--- src/rtl/datapath_ctrl_fsm_if.sv ---
// Control/instruction bundle between the datapath sequencer (slave) and the
// CPU or testbench that feeds it instructions and consumes its controls (master).
interface datapath_ctrl_fsm_if;
   logic [15:0] in;
   logic        load;
   logic        s;
   logic        w;
   logic [1:0]  vsel;
   logic [2:0]  writenum;
   logic        write;
   logic [2:0]  readnum;
   logic        loada;
   logic        loadb;
   logic        asel;
   logic        bsel;
   logic        loadc;
   logic        loads;
   logic [1:0]  ALUop;
   logic [1:0]  shift;
   logic [15:0] sximm5;
   logic [15:0] sximm8;
   logic        illegal;

   modport master (
      output in, load, s,
      input  w, vsel, writenum, write, readnum, loada, loadb, asel, bsel,
             loadc, loads, ALUop, shift, sximm5, sximm8, illegal
   );

   modport slave (
      input  in, load, s,
      output w, vsel, writenum, write, readnum, loada, loadb, asel, bsel,
             loadc, loads, ALUop, shift, sximm5, sximm8, illegal
   );
endinterface

--- src/rtl/datapath_ctrl_fsm.sv ---
// Instruction register, decoder and Moore sequencer for the lab datapath.
// Define CPU_ILLEGAL_HALT_EN to trap illegal opcodes in a HALT state.
module datapath_ctrl_fsm (
   input  logic                 clk,
   input  logic                 reset_n,
   datapath_ctrl_fsm_if.slave   bus
);

   typedef enum logic [2:0] {
      S_WAIT      = 3'd0,
      S_DECODE    = 3'd1,
      S_WRITE_IMM = 3'd2,
      S_GET_A     = 3'd3,
      S_GET_B     = 3'd4,
      S_ALU       = 3'd5,
      S_WRITE_REG = 3'd6
`ifdef CPU_ILLEGAL_HALT_EN
      , S_HALT    = 3'd7
`endif
   } state_t;

   state_t      state_reg;
   state_t      state_next;
   logic [15:0] ir_reg;

   logic [2:0]  opcode;
   logic [1:0]  op;
   logic [2:0]  rn;
   logic [2:0]  rd;
   logic [2:0]  rm;
   logic        is_mov_imm;
   logic        is_mov_reg;
   logic        is_alu;
   logic        is_mvn;
   logic        is_cmp;

   assign opcode = ir_reg[15:13];
   assign op     = ir_reg[12:11];
   assign rn     = ir_reg[10:8];
   assign rd     = ir_reg[7:5];
   assign rm     = ir_reg[2:0];

   assign is_mov_imm = (opcode == 3'b110) && (op == 2'b10);
   assign is_mov_reg = (opcode == 3'b110) && (op == 2'b00);
   assign is_alu     = (opcode == 3'b101);
   assign is_mvn     = is_alu && (op == 2'b11);
   assign is_cmp     = is_alu && (op == 2'b01);

   assign bus.shift  = ir_reg[4:3];
   assign bus.sximm5 = {{11{ir_reg[4]}}, ir_reg[4:0]};
   assign bus.sximm8 = {{8{ir_reg[7]}}, ir_reg[7:0]};

`ifdef CPU_ILLEGAL_HALT_EN
   // HALT is only left through reset, so the flag is sticky by construction.
   assign bus.illegal = (state_reg == S_HALT);
`else
   assign bus.illegal = 1'b0;
`endif

   // IR only follows the bus while idle, so a busy instruction is never disturbed.
   always_ff @(posedge clk or negedge reset_n) begin
      if (!reset_n) begin
         ir_reg <= 16'h0000;
      end else if ((state_reg == S_WAIT) && bus.load) begin
         ir_reg <= bus.in;
      end
   end

   always_ff @(posedge clk or negedge reset_n) begin
      if (!reset_n) begin
         state_reg <= S_WAIT;
      end else begin
         state_reg <= state_next;
      end
   end

   always_comb begin
      state_next = state_reg;
      case (state_reg)
         S_WAIT: begin
            if (bus.s) state_next = S_DECODE;
         end
         S_DECODE: begin
            if (is_mov_imm)                state_next = S_WRITE_IMM;
            else if (is_mov_reg || is_mvn) state_next = S_GET_B;
            else if (is_alu)               state_next = S_GET_A;
`ifdef CPU_ILLEGAL_HALT_EN
            else                           state_next = S_HALT;
`else
            else                           state_next = S_WAIT;
`endif
         end
         S_WRITE_IMM: state_next = S_WAIT;
         S_GET_A:     state_next = S_GET_B;
         S_GET_B:     state_next = S_ALU;
         S_ALU:       state_next = is_cmp ? S_WAIT : S_WRITE_REG;
         S_WRITE_REG: state_next = S_WAIT;
`ifdef CPU_ILLEGAL_HALT_EN
         S_HALT:      state_next = S_HALT;
`endif
         default:     state_next = S_WAIT;
      endcase
   end

   always_comb begin
      bus.w        = 1'b0;
      bus.vsel     = 2'b00;
      bus.writenum = 3'd0;
      bus.write    = 1'b0;
      bus.readnum  = 3'd0;
      bus.loada    = 1'b0;
      bus.loadb    = 1'b0;
      bus.asel     = 1'b0;
      bus.bsel     = 1'b0;
      bus.loadc    = 1'b0;
      bus.loads    = 1'b0;
      bus.ALUop    = 2'b00;
      case (state_reg)
         S_WAIT: bus.w = 1'b1;
         S_WRITE_IMM: begin
            bus.vsel     = 2'b10;
            bus.writenum = rn;
            bus.write    = 1'b1;
         end
         S_GET_A: begin
            bus.readnum = rn;
            bus.loada   = 1'b1;
         end
         S_GET_B: begin
            bus.readnum = rm;
            bus.loadb   = 1'b1;
         end
         S_ALU: begin
            // MOV reg encodes op=00, so passing op through yields ADD of 0 + B.
            bus.ALUop = op;
            bus.asel  = is_mov_reg || is_mvn;
            if (is_cmp) bus.loads = 1'b1;
            else        bus.loadc = 1'b1;
         end
         S_WRITE_REG: begin
            bus.vsel     = 2'b11;
            bus.writenum = rd;
            bus.write    = 1'b1;
         end
         default: ;
      endcase
   end

endmodule

--- src/flat_wrapper.sv ---
// flat-port wrapper written by rule: the top's interface ports become plain ports
module datapath_ctrl_fsm_flat 
  (clk, reset_n, bus_in, bus_load, bus_s, bus_w, bus_vsel, bus_writenum, bus_write, bus_readnum, bus_loada, bus_loadb, bus_asel, bus_bsel, bus_loadc, bus_loads, bus_ALUop, bus_shift, bus_sximm5, bus_sximm8, bus_illegal);
  datapath_ctrl_fsm_if bus_i ();
  input  logic clk;
  input  logic reset_n;
  input wire logic [$bits(bus_i.in)-1:0] bus_in;
  input wire logic [$bits(bus_i.load)-1:0] bus_load;
  input wire logic [$bits(bus_i.s)-1:0] bus_s;
  output wire logic [$bits(bus_i.w)-1:0] bus_w;
  output wire logic [$bits(bus_i.vsel)-1:0] bus_vsel;
  output wire logic [$bits(bus_i.writenum)-1:0] bus_writenum;
  output wire logic [$bits(bus_i.write)-1:0] bus_write;
  output wire logic [$bits(bus_i.readnum)-1:0] bus_readnum;
  output wire logic [$bits(bus_i.loada)-1:0] bus_loada;
  output wire logic [$bits(bus_i.loadb)-1:0] bus_loadb;
  output wire logic [$bits(bus_i.asel)-1:0] bus_asel;
  output wire logic [$bits(bus_i.bsel)-1:0] bus_bsel;
  output wire logic [$bits(bus_i.loadc)-1:0] bus_loadc;
  output wire logic [$bits(bus_i.loads)-1:0] bus_loads;
  output wire logic [$bits(bus_i.ALUop)-1:0] bus_ALUop;
  output wire logic [$bits(bus_i.shift)-1:0] bus_shift;
  output wire logic [$bits(bus_i.sximm5)-1:0] bus_sximm5;
  output wire logic [$bits(bus_i.sximm8)-1:0] bus_sximm8;
  output wire logic [$bits(bus_i.illegal)-1:0] bus_illegal;
  assign bus_i.in = bus_in;
  assign bus_i.load = bus_load;
  assign bus_i.s = bus_s;
  assign bus_w = bus_i.w;
  assign bus_vsel = bus_i.vsel;
  assign bus_writenum = bus_i.writenum;
  assign bus_write = bus_i.write;
  assign bus_readnum = bus_i.readnum;
  assign bus_loada = bus_i.loada;
  assign bus_loadb = bus_i.loadb;
  assign bus_asel = bus_i.asel;
  assign bus_bsel = bus_i.bsel;
  assign bus_loadc = bus_i.loadc;
  assign bus_loads = bus_i.loads;
  assign bus_ALUop = bus_i.ALUop;
  assign bus_shift = bus_i.shift;
  assign bus_sximm5 = bus_i.sximm5;
  assign bus_sximm8 = bus_i.sximm8;
  assign bus_illegal = bus_i.illegal;
  datapath_ctrl_fsm u_core (.clk(clk), .reset_n(reset_n), .bus(bus_i));
endmodule
--- config.mk ---
export PLATFORM = sky130hd
export DESIGN_NAME = datapath_ctrl_fsm_flat
export DESIGN_NICKNAME = d
export VERILOG_FILES = /design/src/rtl/datapath_ctrl_fsm_if.sv /design/src/rtl/datapath_ctrl_fsm.sv /design/src/flat_wrapper.sv
export SDC_FILE = /design/constraint.sdc
export NUM_CORES = 1
export LEC_CHECK = 0
export BUFFER_PORTS_ARGS = -buffer_cell sky130_fd_sc_hd__buf_2
export CAP_MARGIN = 20
export CORE_MARGIN = 3
export CORE_UTILIZATION = 40
export DETAILED_ROUTE_END_ITERATION = 8
export GPL_ROUTABILITY_DRIVEN = 0
export PLACE_DENSITY = 0.74
export SETUP_SLACK_MARGIN = 0.3
export SYNTH_ARGS = -nofsm -noshare
export SYNTH_HDL_FRONTEND = slang
export SYNTH_SLANG_ARGS = --single-unit
--- constraint.sdc ---
create_clock -name clk -period 1.35 [get_ports clk]
set_input_delay 0.0675 -clock clk [delete_from_list [all_inputs] [get_ports clk]]
set_output_delay 0.0675 -clock clk [all_outputs]
set_load 0.01 [all_outputs]
# [Word-level counts from Yosys, hierarchy flattened]
# Index checks and enable logic that the tools add are counted.
[totals] register_bits=19
[classes] n_mux=19 n_eq_ne=12 reduce_logical=9
[ops] op="3-bit equality test, second input constant" count=5
[ops] op="3-bit case mux with 5 select lines" count=1
[ops] op="3-bit two-way mux" count=4
[ops] op="3-bit case mux with 2 select lines" count=2
[ops] op="1-bit two-way mux" count=9
[ops] op="3-bit by 2-bit equality test with 1-bit output, second input constant" count=2
[ops] op="1-bit logical AND" count=5
[ops] op="2-bit equality test, second input constant" count=2
[ops] op="2-bit two-way mux" count=2
[ops] op="2-bit case mux with 2 select lines" count=1
[ops] op="3-bit by 1-bit equality test with 1-bit output, second input constant" count=1
[ops] op="3-bit logical NOT" count=1
[ops] op="2-bit by 1-bit equality test with 1-bit output, second input constant" count=1
[ops] op="2-bit logical NOT" count=1
[ops] op="2-bit != test, second input constant" count=1
[ops] op="2-bit OR reduction" count=1
[ops] op="1-bit logical OR" count=1

# [Longest topological paths before layout]
[depth] ltp_word=6 depth_mapped=6

# [Worst setup path after synthesis]
# OpenSTA, ideal clock, no wires.
[synth_path] kind="register to register" from="reg u_core.state_reg[1]" to="reg u_core.ir_reg[0]" stages_incl_launch_ff=6 period_less_slack_ns=1.553 setup_time_ns=0.125 path_buffers=2 arrival_ns=1.428 slack_ns=-0.203 cell_sequence="dfrtp_1 > nor3_2 > and2_4 > buf_6 > buf_12 > mux2_4"
[synth_between] elab_chain_len=2
[synth_rtl] element="start: declaration" line_no="datapath_ctrl_fsm.sv:22" rtl="state_t state_reg;"
[synth_rtl] element="start signal: assignment" line_no="datapath_ctrl_fsm.sv:73" rtl="state_reg <= state_next;"
[synth_rtl] element="3-bit logical NOT" line_no="datapath_ctrl_fsm.sv:64" rtl="end else if ((state_reg == S_WAIT) && bus.load) begin"
[synth_rtl] element="1-bit logical AND" line_no="datapath_ctrl_fsm.sv:64"
[synth_rtl] element="end signal: assignment" line_no="datapath_ctrl_fsm.sv:65" rtl="ir_reg <= bus.in;"
[synth_rtl] element="end: declaration" line_no="datapath_ctrl_fsm.sv:24" rtl="logic [15:0] ir_reg;"
# Every way passes these cells.
# A chain may end at the register's enable or synchronous reset.

# [Worst setup path in the final report]
[layout_path] from="reg u_core.state_reg[1]" to="out bus_ALUop[1]"
[layout_between] elab_chain_len=2
[layout_rtl] element="3-bit equality test" line_no="datapath_ctrl_fsm.sv:118" rtl="case (state_reg)"
[layout_rtl] element="2-bit two-way mux" line_no="datapath_ctrl_fsm.sv:118"
[layout_rtl] element="end: declaration" line_no="flat_wrapper.sv:21" rtl="output wire logic [$bits(bus_i.ALUop)-1:0] bus_ALUop;"
# Every way passes these cells.

==> out/qor.txt <==
Compound-Gate Fraction of Synth Area -> 0.06857
TritonCTS clock tree -> done
drt wl/cell -> 15.37 µm
clock sinks -> 19
all-layer global routing usage -> 0.1826
GRT overflow -> 0
Max Cap Viol -> 0
HP Class -> in -> reg
Synth area leader -> dfrtp_1
Final Setup Violations -> 35
largest family of logic cells by synthesized area -> buffers and inverters
minimum clock period -> 1.600 ns
combinational power share -> 0.724
Worst Setup Start Kind -> flip-flop
NumNets Final -> 224
Synth Area in Adders -> 0
Root Buffer -> clkbuf_4
CP Class -> reg -> out
Die X -> 63.31 µm
vias in the first global route -> 1,178
Flop pwr share -> 0.222
largest net degree at the start of global routing -> 20
Num CTS Buffers -> 3
1st-pass router iterations -> 4
Cell Pwr Density -> 2555 nW/µm²
Starting Density -> 0.4234
Peak supply drop -> 0.001179 V
crit path max fanout -> 6
RSZ-0062 raised after global routing -> true
Area Growth Syn to Fin -> 67.14%
top cells by area, synth -> dfrtp_1 36%, buf_4 22%, mux2_4 11%
# port buffers -> 70
Power Total -> 0.005611 W
top cell type's share of synthesized area -> 0.3619
Die Ht -> 63.31 µm
Reg clk slew, reported paths -> 0.12 ns
post-synthesis xor/xnor area fraction -> 0
via count -> 1,174
worst-case clock skew -> 0.002273 ns
Mapped Avg Cell Area -> 10.86 µm²
Most used DFF post-synth -> dfrtp_1
max frequency -> 625.1 MHz
initial DRC count -> 39
Final Hold Fails -> 0
antenna-violating nets left -> 0
register area share after synthesis -> 0.3619
initial antenna violation count -> 0
Post-Syn Instances -> 121
worst path arrival time -> 1.53 ns
mux share of post-synthesis cell area -> 0.1886
leading cell type in the layout, fill and taps excluded -> buf_2
ys async rst share -> 1.000
diode count -> 0
Die Area -> 4008 µm²
H-tree level count -> 1
yosys synthesis warning count -> 0
final setup margin -> -0.2498 ns
Clk network pwr share -> 0.054
Largest register FFs -> 16
EDFF count, synth -> 0
core footprint -> 3103 µm²
post-DP HPWL -> 2128 µm
fin area -> 2196 µm²
Tcrit/Tclk final -> 1.185
post-synth cell types -> 34
Slew Viols, Final -> 0
sw power -> 0.002188 W
filler instances -> 220
register bit count reported by yosys -> 19
Int Pwr -> 0.003423 W
DRC viols -> 0
first-pass GRT wire length -> 5747 µm
Crit path required time -> 1.28 ns
Synth Area in Simple Gates -> 0.1314
FP Rows -> 20
CTS Buffer Depth -> 2
leakage power -> 1.116 nW
status -> finished, violations left
failing checks -> setup timing
Post-DP Area -> 1508 µm²
Non-Filler Instances -> 247
vias per inst -> 4.753
Worst-Skew Late Latency -> 0.30 ns
share of cells above drive strength 1 -> 0.7241
nature of the critical path endpoint -> output pin
Synth Cell Area -> 1314 µm²
placed cells -> 205
most frequent cells in the layout -> 49 x buf_2, 37 x buf_6, 16 x mux2_4, 16 x dlygate4sd3_1, 14 x dfrtp_1
sw frac -> 0.3900
Top-Level Pins -> 73
routed wire length -> 3796 µm
## worst paths after layout
kind                                          start           endpoint  slack, ns  depth (start not counted)
worst max-delay path            u_core.state_reg[1]       bus_ALUop[1]      -0.25                          5
worst min-delay path                     bus_in[13]  u_core.ir_reg[13]      0.006                          2
worst max register to register  u_core.state_reg[1]  u_core.ir_reg[13]      -0.17                          5
worst min register to register     u_core.ir_reg[5]   u_core.ir_reg[5]       0.57                          1
max in group asynchronous                   reset_n   u_core.ir_reg[7]       0.80                          2
min in group asynchronous                   reset_n  u_core.ir_reg[15]       0.22                          2
## worst max-delay path, cell delays in order (launching register included)
cell and delay, ns:
dfrtp_2 0.43, buf_6 0.13, and2b_2 0.25, buf_4 0.14, and3_1 0.14, buf_2 0.13
## through the flow
stage	setup TNS (ns)	util	setup slack (ns)	hold WS [ns]
2_1_floorplan	-1.831	-	-0.1538	-0.2281
3_3_place_gp	-0.3314	0.4859	-0.04627	0.01156
3_5_place_dp	-1.220	0.4859	-0.1069	0.03062
4_1_cts	-4.237	0.6456	-0.1831	0.0004904
5_1_grt	-7.171	0.7077	-0.3050	0.002245
6_report	-5.107	0.7077	-0.2498	0.005786
## power by group through the flow
stage	Clock [W]	Combinational, W	Sequential [W]
detailed placement	0	0.00252	0.00120
global placement	0	0.00247	0.00118
CTS	0.000299	0.00341	0.00120
finish	0.000303	0.00406	0.00125
global route	0.000331	0.00430	0.00129
floorplan	0	0.00229	0.00119
## Yosys cell counts (all sizes together) (2+ instances only)
cell type / number
a22o: 3
nand2: 3
nor3: 3
buf: 40
nand2b: 2
nor2: 8
o21ai: 3
and2: 2
dfrtp: 19
mux2i: 3
and3: 2
mux2: 16
## cell families (layout without fill, tap and decap cells)
logic type / count (synthesis) / after routing
muxes: 19 / 19
other: 1 / 2
AOI/OAI and AO/OA: 12 / 12
DFF: 19 / 19
buffers and inverters: 42 / 123
and+or+nand+nor: 28 / 28
## cell type report
class	instances	area, µm²	share of cell area
Sequential cell	19	481.7	0.2194
Inverter	1	6.256	0.002849
Tap cell	44	55.05	0.02507
Timing Repair Buffer	118	987.2	0.4496
Clock buffer	3	22.52	0.01026
Clock inverter	1	5.005	0.002279
Multi-Input combinational cell	61	638.1	0.2906
## routing by layer
layer,share of wire,wire [µm],track usage,up-vias
met5,0,0,0,-
met4,0.022,85,0.09434,0
met3,0.077,294,0.03565,10
met2,0.48,1829,0.2991,67
met1,0.42,1587,0.2273,562
li1,-,-,-,535
## timing repair
action                                  in CTS  in global routing
buffers inserted                            15                  6
pin swaps                                   18                  9
cloned                                       1                  0
hold endpoints to repair                    33                  1
endpoints found under the setup margin      56                 51
hold buffers                                15                  1
resized for setup                           38                 27
(Power assumes the default switching activity.)
